===== src/rtl/pdm_pkg.sv =====
// Shared PDM types and constants used by the per-port receive logic.
package pdm_pkg;

  typedef logic [7:0] pdm_byte_t;
  typedef logic [4:0] pdm_len_t;

  localparam int PDM_MAX_LEN   = 31;
  localparam int PDM_NUM_PORTS = 4;

  typedef enum logic [2:0] {
    IDLE,
    WAIT_ROOM,
    GRANT,
    GAP,
    RECV
  } rx_state_t;

  // One buffered byte with its packet markers.
  typedef struct packed {
    logic      sop;
    logic      eop;
    pdm_byte_t data;
  } rx_entry_t;

endpackage


===== src/rtl/pdm_port_rx_if.sv =====
// PDM output-port link: upstream byte handshake plus the re-framed valid/ready stream.
interface pdm_port_rx_if;
  import pdm_pkg::*;

  pdm_len_t  newdata_len;
  logic      proceed;
  pdm_byte_t data_in;
  logic      out_valid;
  logic      out_ready;
  pdm_byte_t out_data;
  logic      out_sop;
  logic      out_eop;

  modport master (
    output newdata_len, data_in, out_ready,
    input  proceed, out_valid, out_data, out_sop, out_eop
  );

  modport slave (
    input  newdata_len, data_in, out_ready,
    output proceed, out_valid, out_data, out_sop, out_eop
  );
endinterface


===== src/rtl/pdm_byte_fifo.sv =====
// First-word fall-through FIFO; head entry is read combinationally from storage.
module pdm_byte_fifo #(
  parameter int WIDTH = 10,
  parameter int DEPTH = 32
) (
  input  logic                     clk,
  input  logic                     rst_b,
  input  logic                     push,
  input  logic [WIDTH-1:0]         wdata,
  input  logic                     pop,
  output logic [WIDTH-1:0]         rdata,
  output logic [$clog2(DEPTH):0]   count,
  output logic                     empty
);
  localparam int AW = $clog2(DEPTH);
  localparam logic [AW:0] FULL_CNT = DEPTH[AW:0];

  logic [WIDTH-1:0] mem [DEPTH];
  logic [AW-1:0]    wr_ptr, rd_ptr;
  logic             do_push, do_pop;

  assign empty   = (count == '0);
  assign do_push = push && (count != FULL_CNT);
  assign do_pop  = pop && !empty;
  assign rdata   = mem[rd_ptr];

  // NOTE: storage has no reset; emptiness is tracked by count, so stale contents are never presented.
  always_ff @(posedge clk) begin
    if (do_push) mem[wr_ptr] <= wdata;
  end

  // NOTE: sequential state uses non-blocking assignments so every register sees pre-edge values.
  always_ff @(posedge clk or posedge rst_b) begin
    if (rst_b) begin
      wr_ptr <= '0;
      rd_ptr <= '0;
      count  <= '0;
    end else begin
      if (do_push) wr_ptr <= wr_ptr + AW'(1);
      if (do_pop)  rd_ptr <= rd_ptr + AW'(1);
      unique case ({do_push, do_pop})
        2'b10:   count <= count + (AW+1)'(1);
        2'b01:   count <= count - (AW+1)'(1);
        default: count <= count;
      endcase
    end
  end
endmodule


===== src/rtl/pdm_port_rx.sv =====
// Receives one PDM output port's packets into a byte FIFO and re-emits them as a framed stream.
// Define PDM_PORT_RX_STATS_EN to build the received-packet counter (pkt_cnt); otherwise it reads 0.
module pdm_port_rx
  import pdm_pkg::*;
#(
  parameter int FIFO_DEPTH = 32,
  parameter int DATA_DLY   = 2
) (
  input  logic                clk,
  input  logic                rst_b,
  pdm_port_rx_if.slave        bus,
  output logic                busy,
  output logic                len_err,
  output logic [15:0]         pkt_cnt
);
  localparam int CW = $clog2(FIFO_DEPTH) + 1;
  localparam logic [CW-1:0] FULL_CNT = FIFO_DEPTH[CW-1:0];
  localparam logic [1:0]    GAP_INIT = (DATA_DLY > 1) ? 2'(DATA_DLY - 2) : 2'd0;

  rx_state_t     state, state_d;
  pdm_len_t      len_q, len_d;
  pdm_len_t      idx_q, idx_d;
  logic [1:0]    gap_q, gap_d;
  logic          push, pop, empty, last;
  logic [CW-1:0] count, free;
  rx_entry_t     wdata, head;

  pdm_byte_fifo #(
    .WIDTH ($bits(rx_entry_t)),
    .DEPTH (FIFO_DEPTH)
  ) u_fifo (
    .clk   (clk),
    .rst_b (rst_b),
    .push  (push),
    .wdata (wdata),
    .pop   (pop),
    .rdata (head),
    .count (count),
    .empty (empty)
  );

  assign bus.out_valid = !empty;
  assign pop           = bus.out_valid && bus.out_ready;
  assign bus.out_data  = empty ? '0 : head.data;
  assign bus.out_sop   = !empty && head.sop;
  assign bus.out_eop   = !empty && head.eop;
  assign busy          = (state != IDLE);

  // A pop in this same cycle already counts as room, so RECV can never meet a full FIFO.
  assign free  = FULL_CNT - count + CW'(pop);
  assign last  = (idx_q == len_q - pdm_len_t'(1));
  assign wdata = '{sop: (idx_q == '0), eop: last, data: bus.data_in};

  // NOTE: every output of this block gets a default first so no latch is inferred.
  always_comb begin
    state_d     = state;
    len_d       = len_q;
    idx_d       = idx_q;
    gap_d       = gap_q;
    push        = 1'b0;
    bus.proceed = 1'b0;
    unique case (state)
      IDLE: begin
        if (bus.newdata_len != '0) begin
          len_d   = bus.newdata_len;
          state_d = WAIT_ROOM;
        end
      end
      WAIT_ROOM: begin
        if (free >= CW'(len_q)) state_d = GRANT;
      end
      GRANT: begin
        bus.proceed = 1'b1;
        idx_d       = '0;
        gap_d       = GAP_INIT;
        state_d     = (DATA_DLY == 1) ? RECV : GAP;
      end
      GAP: begin
        if (gap_q == '0) state_d = RECV;
        else             gap_d   = gap_q - 2'd1;
      end
      RECV: begin
        push  = 1'b1;
        idx_d = idx_q + pdm_len_t'(1);
        if (last) state_d = IDLE;
      end
      default: state_d = IDLE;
    endcase
  end

  always_ff @(posedge clk or posedge rst_b) begin
    if (rst_b) begin
      state   <= IDLE;
      len_q   <= '0;
      idx_q   <= '0;
      gap_q   <= '0;
      len_err <= 1'b0;
    end else begin
      state   <= state_d;
      len_q   <= len_d;
      idx_q   <= idx_d;
      gap_q   <= gap_d;
      len_err <= (state != IDLE) && (bus.newdata_len != '0);
    end
  end

`ifdef PDM_PORT_RX_STATS_EN
  always_ff @(posedge clk or posedge rst_b) begin
    if (rst_b)                      pkt_cnt <= '0;
    else if (state == RECV && last) pkt_cnt <= pkt_cnt + 16'd1;
  end
`else
  assign pkt_cnt = '0;
`endif
endmodule


===== src/flat_wrapper.sv =====
// flat-port wrapper written by rule: the top's interface ports become plain ports
module pdm_port_rx_flat import pdm_pkg::*;
#(
  parameter int FIFO_DEPTH = 32,
  parameter int DATA_DLY   = 2
)
  (clk, rst_b, busy, len_err, pkt_cnt, bus_newdata_len, bus_data_in, bus_out_ready, bus_proceed, bus_out_valid, bus_out_data, bus_out_sop, bus_out_eop);
  pdm_port_rx_if bus_i ();
  input  logic clk;
  input  logic rst_b;
  output logic busy;
  output logic len_err;
  output logic [15:0] pkt_cnt;
  input wire logic [$bits(bus_i.newdata_len)-1:0] bus_newdata_len;
  input wire logic [$bits(bus_i.data_in)-1:0] bus_data_in;
  input wire logic [$bits(bus_i.out_ready)-1:0] bus_out_ready;
  output wire logic [$bits(bus_i.proceed)-1:0] bus_proceed;
  output wire logic [$bits(bus_i.out_valid)-1:0] bus_out_valid;
  output wire logic [$bits(bus_i.out_data)-1:0] bus_out_data;
  output wire logic [$bits(bus_i.out_sop)-1:0] bus_out_sop;
  output wire logic [$bits(bus_i.out_eop)-1:0] bus_out_eop;
  assign bus_i.newdata_len = bus_newdata_len;
  assign bus_i.data_in = bus_data_in;
  assign bus_i.out_ready = bus_out_ready;
  assign bus_proceed = bus_i.proceed;
  assign bus_out_valid = bus_i.out_valid;
  assign bus_out_data = bus_i.out_data;
  assign bus_out_sop = bus_i.out_sop;
  assign bus_out_eop = bus_i.out_eop;
  pdm_port_rx #(.FIFO_DEPTH(FIFO_DEPTH), .DATA_DLY(DATA_DLY)) u_core (.clk(clk), .rst_b(rst_b), .bus(bus_i), .busy(busy), .len_err(len_err), .pkt_cnt(pkt_cnt));
endmodule

===== config.mk =====
export PLATFORM = sky130hd
export DESIGN_NAME = pdm_port_rx_flat
export DESIGN_NICKNAME = d
export VERILOG_FILES = /design/src/rtl/pdm_pkg.sv /design/src/rtl/pdm_port_rx_if.sv /design/src/rtl/pdm_byte_fifo.sv /design/src/rtl/pdm_port_rx.sv /design/src/flat_wrapper.sv
export SDC_FILE = /design/constraint.sdc
export NUM_CORES = 1
export LEC_CHECK = 0
export CAP_MARGIN = 20
export CORE_ASPECT_RATIO = 1.1
export CORE_UTILIZATION = 38
export CTS_CLUSTER_DIAMETER = 30
export DETAILED_ROUTE_END_ITERATION = 6
export PLACE_DENSITY_LB_ADDON = 0.3
export SKIP_CTS_REPAIR_TIMING = 1
export SLEW_MARGIN = 20
export SYNTH_ARGS = -nofsm -noshare
export SYNTH_HDL_FRONTEND = slang
export SYNTH_HIERARCHICAL = 1
export SYNTH_SLANG_ARGS = --single-unit

===== constraint.sdc =====
create_clock -name clk -period 4.65 [get_ports clk]
set_input_delay 0.93 -clock clk [delete_from_list [all_inputs] [get_ports clk]]
set_output_delay 0.93 -clock clk [all_outputs]
set_load 0.005 [all_outputs]

==> results.toml, run 1 <==
[synthesis]
avgSynthCellArea_um2 = 17.9
ys_async_sr_fraction_pct = 9.09
edff_count_synth = 320
synthDominantAreaCellType = "edfxtp_1"
yosys_warnings = 6
yosysSeqAreaShare_pct = 71.1
synth_flop_cell = "edfxtp_1"
postSynthCellCount = 820
ys_ff_latch = 352
cell_area_after_technology_mapping_mm2 = 0.0146
ys_top_cells_by_area = "edfxtp_1 66%, mux4_2 8.8%, dfrtp_1 5.5%"
netlist-cell-type-count = 55
share_of_yosys_cell_area_claimed_by_the_top_area_cell_type_pct = 65.6

[floorplanning]
die_y_um = 208
floorplan.core_area_mm2 = 0.0381
initial_core_util_pct = 38.4
top_level_ports = 46
floorplan.die_area_mm2 = 0.0393
rows = 75
die_w_um = 189

[power]
cellLeakagePower_nw = 6.12
p_seq_share_pct = 33.5
powerDensity_mw_per_mm2 = 679
power_frac_clock_pct = 39.9
switching_share_pct = 29.6
ir_drop_uv = 376
p_sw_w = 0.00360
internal_power_w = 0.00855
comb_power_share_pct = 26.7

[global_route]
grt_pass1_vias = 7974
initial_antenna_violation_count = 0
grt_overflow = 0
global_route_wire_length_before_repair_mm = 48.4
gr-usage-all-layers_pct = 16.7
grt_start_max_net_pins = 42

[layout]
sequential_cell_area_mm2 = 0.0104
synthToLayoutAreaGrowth_pct = 22.3
n_antenna_cell = 0
finish.net_count = 955
layout.cells.most_common = "edfxtp_1"
multi_input_comb_area_mm2 = 0.00386
fillers = 3254
drive_above_1_share_pct = 24.2
most-common-layout-cells = "320 x edfxtp_1, 72 x clkbuf_16, 57 x mux4_2"
layout.cell_area.non_filler_mm2 = 0.0179

[critical_path]
crit_required_ns = 3.72
critical_path_buf_inv_count = 2
start_kind = "flip-flop"
crit_slowest_cell = "dfrtp_4"
critical-path-top-delay-family = "flip-flops"
cpPeakStageDelay_ns = 0.84
crit_type = "flip-flop to output pin"
timing.critical_path.cells = "buf_12, mux4_2, a2111oi_2, a21oi_1, nor2b_1, clkdlybuf4s50_1"
worstPathArrival_ns = 3.54
cp-end-kind = "output pin"
crit_path_max_fanout = 32

[timing]
fin_worst_skew_ns = 0.0202
layout_min_cycle_time_ns = 4.47
post-route-period-util_pct = 96.1
timing.max_slew.rel_slack_pct = 26.7
final-hold-violation-count = 0
final_number_of_setup_violating_endpoints = 0
grt_setup_unrepaired = "false"
maxClockFrequency_mhz = 224
pin_slew_with_the_least_headroom_to_its_limit_ns = 1.10
final.setup.tns_ns = 0
report.final.slew_viol_count = 0

[place]
placed_cell_area_mm2 = 0.0156
finalWeightedCongestion = 0.756
dpl.hpwl_mm = 19.1
portBuffers = 29

[detailed_routing]
detailroute.via_count = 7677
drt_drc_violations_left = 0
initialDrtViolationCount = 549
routedWlPerCell_um = 21.6
pre_antenna_drt_iters = 5
route.final.wire_length_mm = 31.8
detail_route.vias_per_cell = 5.22
ant_nets = 0

[clocking]
clkLatencyLatePin_ns = 0.56
numClockSinks = 352
tritoncts = "built"
root_buffer = "clkbuf_16"
worst_setup_hold_path_clk_slew_ns = 0.05
max-clock-path-buffers = 3
numCtsBuffers = 72
clock_tree.htree_level_count = 3

[status]
status = "complete, no violations"

[min_path]
hp-class = "flip-flop to flip-flop"

[flow_run]
max_cap_violations = 0
## synthesized netlist by cell type, types with 4 or more instances
library cell and count:
buf_4 22, buf_2 10, nand2_1 29, o21ai_0 15
inv_1 30, a2111oi_2 10, nand3b_1 5, xor2_1 8
nand4_1 6, o221ai_1 10, a22oi_1 10, mux4_2 57
nor3_1 9, a21oi_1 23, xnor2_1 14, dfrtp_1 32
buf_6 4, a22o_1 13, ha_1 21, nor2b_1 13
edfxtp_1 320, nand3_1 8, nor2_1 41, o22ai_1 11
clkbuf_1 15, mux2i_1 41
## per-stage QoR
stage	instances	total power, W	utilization [%]	setup slack, ns	hold WS [ns]
after floorplan	835	0.00628	-	1.24	0.472
after global placement	1342	0.00734	40.9	0.705	0.488
after detailed placement	1343	0.00739	40.9	0.731	0.505
after CTS	1470	0.0123	47.0	0.128	0.522
after global routing	1470	0.0127	47.0	0.0154	0.554
final	1470	0.0122	47.0	0.181	0.517
## power groups by stage
stage	clock network, W	logic (W)	registers [W]
floorplan	0	0.00241	0.00388
global placement	0	0.00323	0.00412
detailed placement	0	0.00327	0.00412
CTS	0.00494	0.00328	0.00407
global route	0.00509	0.00353	0.00410
finish	0.00485	0.00324	0.00407
## metal layers
layer | vias up | GRT usage [%] | wire length, um
li1 | 3454 | - | -
met1 | 3924 | 22.3 | 13700
met2 | 232 | 26.2 | 15400
met3 | 67 | 4.23 | 1910
met4 | 0 | 6.70 | 858
met5 | - | 0 | 0
## path summary, 6_finish.rpt
check / to / slack (ns) / start / cells after the start
max in group asynchronous: u_core/u_fifo/rd_ptr[0] / 3.35 / rst_b / 2
worst min-delay path: u_core/len_q[1] / 0.52 / u_core/len_q[1] / 1
worst max register to register: u_core/u_fifo/count[5] / 1.07 / u_core/u_fifo/count[4] / 13
worst min register to register: u_core/len_q[1] / 0.52 / u_core/len_q[1] / 1
min in group asynchronous: u_core/u_fifo/wr_ptr[4] / 0.80 / rst_b / 2
worst max-delay path: bus_out_data[3] / 0.18 / u_core/u_fifo/rd_ptr[0] / 6
## logic make-up (layout without fill, tap and decap cells)
group                    count (synthesis)  in the layout  synth area share (%)
AO/OA/AOI/OAI                          110            110                  5.86
AND/OR/NAND/NOR                        126            126                  4.42
buffers and inverters                   85            220                  3.19
multiplexers                           102            102                  12.2
XOR/XNOR                                22             22                  1.32
adder cells (fa/ha/maj)                 22             22                  1.93
flip-flops                             352            352                  71.1
other                                    1             16                0.0256
## final cells by class
cell class / count / share of cell area (%)
Multi-Input combinational cell: 398 / 21.5
Clock buffer: 80 / 10.3
Tap cell: 500 / 3.49
Sequential cell: 352 / 58.2
Clock inverter: 47 / 2.68
Timing Repair Buffer: 63 / 3.21
Inverter: 30 / 0.629
## sequential cells by signal, indices dropped and copies added (netlist names)
signal / flops
u_core/u_fifo/count: 6
u_core/len_err: 1
u_core/state: 3
u_core/u_fifo/rd_ptr: 5
u_core/u_fifo/mem: 320
u_core/u_fifo/wr_ptr: 5
u_core/idx_q: 5
u_core/len_q: 5
u_core/gap_q: 2
Power figures use the tool's default switching activity.
==> inputs of run 2 (changes only) <==
--- a/config.mk
+++ b/config.mk
@@ -5,6 +5,7 @@
 export SDC_FILE = /design/constraint.sdc
 export NUM_CORES = 1
 export LEC_CHECK = 0
+export ABC_AREA = 1
 export CAP_MARGIN = 20
 export CORE_ASPECT_RATIO = 1.1
 export CORE_UTILIZATION = 38
==> results.toml, run 2 <==
[power]
cellLeakagePower_nw = 8.28
ir_drop_uv = 423
powerDensity_mw_per_mm2 = 663

[timing]
layout_min_cycle_time_ns = 4.35
timing.final.ws_setup_ns = 0.297
final.setup.tns_ns = 0
pin_slew_with_the_least_headroom_to_its_limit_ns = 0.998
final-hold-violation-count = 0
maxClockFrequency_mhz = 230
final_number_of_setup_violating_endpoints = 0
timing.max_slew.rel_slack_pct = 33.4
report.final.slew_viol_count = 0
post-route-period-util_pct = 93.6
fin_worst_skew_ns = 0.0201
grt_setup_unrepaired = "false"

[critical_path]
cp-end-kind = "output pin"
r2r_setup_slack_ns = 1.27
r2r.worst_path.cells = 20
start_kind = "flip-flop"
crit-reg2reg-capture = "u_core/u_fifo/count[5]"
worstPathArrival_ns = 3.42
crit_path_max_fanout = 132
crit_required_ns = 3.72
reg2reg_from = "u_core/u_fifo/count[3]"
crit_type = "flip-flop to output pin"

[detailed_routing]
drt_drc_violations_left = 0
pre_antenna_drt_iters = 5
initialDrtViolationCount = 811
route.final.wire_length_mm = 38.6
detail_route.vias_per_cell = 4.82
ant_nets = 0
detailroute.via_count = 11200
routedWlPerCell_um = 16.7

[floorplanning]
floorplan.core_area_mm2 = 0.0415
die_y_um = 218
initial_core_util_pct = 38.7
floorplan.die_area_mm2 = 0.0431
top_level_ports = 46
die_w_um = 198
rows = 78

[global_route]
grt_pass1_vias = 11100
gr-usage-all-layers_pct = 18.7
global_route_wire_length_before_repair_mm = 61.0
grt_overflow = 0
grt_start_max_net_pins = 133
initial_antenna_violation_count = 1

[clocking]
clock_tree.htree_level_count = 3
root_buffer = "clkbuf_16"
tritoncts = "built"
worst_setup_hold_path_clk_slew_ns = 0.04
numClockSinks = 352
max-clock-path-buffers = 3
clkLatencyLatePin_ns = 0.58
numCtsBuffers = 74

[synthesis]
cell_area_after_technology_mapping_mm2 = 0.0161
synth_most_common_cell = "nand2_1"
edff_count_synth = 320
ys_top_cells_by_area = "edfxtp_1 60%, nand2_1 12%, nand3_1 6.8%"
yosys_warnings = 6
ys_async_sr_fraction_pct = 9.09
ys_ff_latch = 352
postSynthCellCount = 1611
synthDominantAreaCellType = "edfxtp_1"
synth_flop_cell = "edfxtp_1"
synth.cells.most_frequent = "528 x nand2_1, 320 x edfxtp_1, 226 x inv_1"
avgSynthCellArea_um2 = 9.96
netlist-cell-type-count = 34
yosysSeqAreaShare_pct = 64.9
share_of_yosys_cell_area_claimed_by_the_top_area_cell_type_pct = 59.9

[status]
status = "complete, no violations"

[layout]
fillers = 3778
layout.cell_area.non_filler_mm2 = 0.0196
layout.cells.most_common = "nand2_1"
post-route-util_pct = 47.1
largestRegisters = "u_core/u_fifo/mem (320), u_core/u_fifo/count (6)"
largest_register = "u_core/u_fifo/mem"
drive_above_1_share_pct = 10.7
final_cells = 2315
synthToLayoutAreaGrowth_pct = 21.8
largest_register_ffs = 320
n_antenna_cell = 0
finish.net_count = 1733
most-common-layout-cells = "528 x nand2_1, 320 x edfxtp_1, 226 x inv_1"

[place]
numPlacedInstances = 2178
portBuffers = 29
placed_cell_area_mm2 = 0.0171
dpl.hpwl_mm = 22.5
finalWeightedCongestion = 0.805
worst_setup_slack_before_clock_tree_synthesis_ns = 0.943

[flow_run]
max_cap_violations = 0

[min_path]
min_path_cells = 2
holdPathEnd = "u_core/gap_q[1]"
hold_path.startpoint = "u_core/gap_q[1]"
hp-class = "flip-flop to flip-flop"
-- run 2: cell type report --
type,count,area (um2),share of cell area [%]
Clock buffer,82,1890,9.68
Clock inverter,54,579,2.96
Inverter,238,896,4.58
Multi-Input combinational cell,947,4310,22.0
Sequential cell,352,10400,53.3
Tap cell,560,701,3.58
Timing Repair Buffer,82,758,3.88
-- run 2: power by group --
part           switching (W)  internal (W)
logic                0.00262       0.00131
clock network        0.00168       0.00348
registers           0.000162       0.00370
total                0.00446       0.00850
-- run 2: kinds of logic (layout without fill, tap and decap cells) --
family          after synthesis  in the layout  share of synthesized area, %
xor+xnor                     11             11                         0.600
flops                       352            352                          64.9
compound gates               54             54                          1.90
simple gates                841            841                          22.0
buf+inv                     327            456                          8.70
fa+ha+maj                    22             22                          1.76
mux                           3              3                         0.210
other cells                   1             16                        0.0234
-- run 2: worst max path at each step --
stage | start | to | slack (ns) | depth (start not counted)
floorplan | bus_out_ready | u_core/u_fifo/count[4] | 2.12 | 14
global placement | u_core/u_fifo/rd_ptr[0] | bus_out_data[0] | 0.98 | 13
detailed placement | u_core/u_fifo/rd_ptr[0] | bus_out_data[0] | 0.94 | 13
CTS | u_core/u_fifo/rd_ptr[0] | bus_out_data[7] | 0.35 | 13
global route | u_core/u_fifo/rd_ptr[0] | bus_out_data[0] | 0.07 | 13
finish | u_core/u_fifo/rd_ptr[0] | bus_out_data[0] | 0.30 | 13
-- run 2: critical path, cell delays in order (launching register included) --
cell	delay, ns
dfrtp_4	0.44
buf_12	0.45
buf_4	0.51
nand2_1	0.09
nand2_1	0.08
nand2_1	0.05
nand3_1	0.10
nand3_1	0.07
nand2_1	0.18
nand2_1	0.08
inv_1	0.05
inv_1	0.03
nor2_1	0.07
clkdlybuf4s50_1	0.51
-- run 2: metal layers --
layer	routed length (um)	up-vias	global-route usage [%]
met4	1080	0	7.88
li1	-	5414	-
met1	16000	5345	23.5
met3	2280	72	3.36
met2	19200	324	31.5
met5	0	-	0
-- run 2: through the flow --
stage	power, W	hold WS (ns)
after floorplan	0.00654	0.446
after global placement	0.00779	0.462
after detailed placement	0.00787	0.482
after CTS	0.0131	0.492
after global routing	0.0137	0.509
final	0.0130	0.489
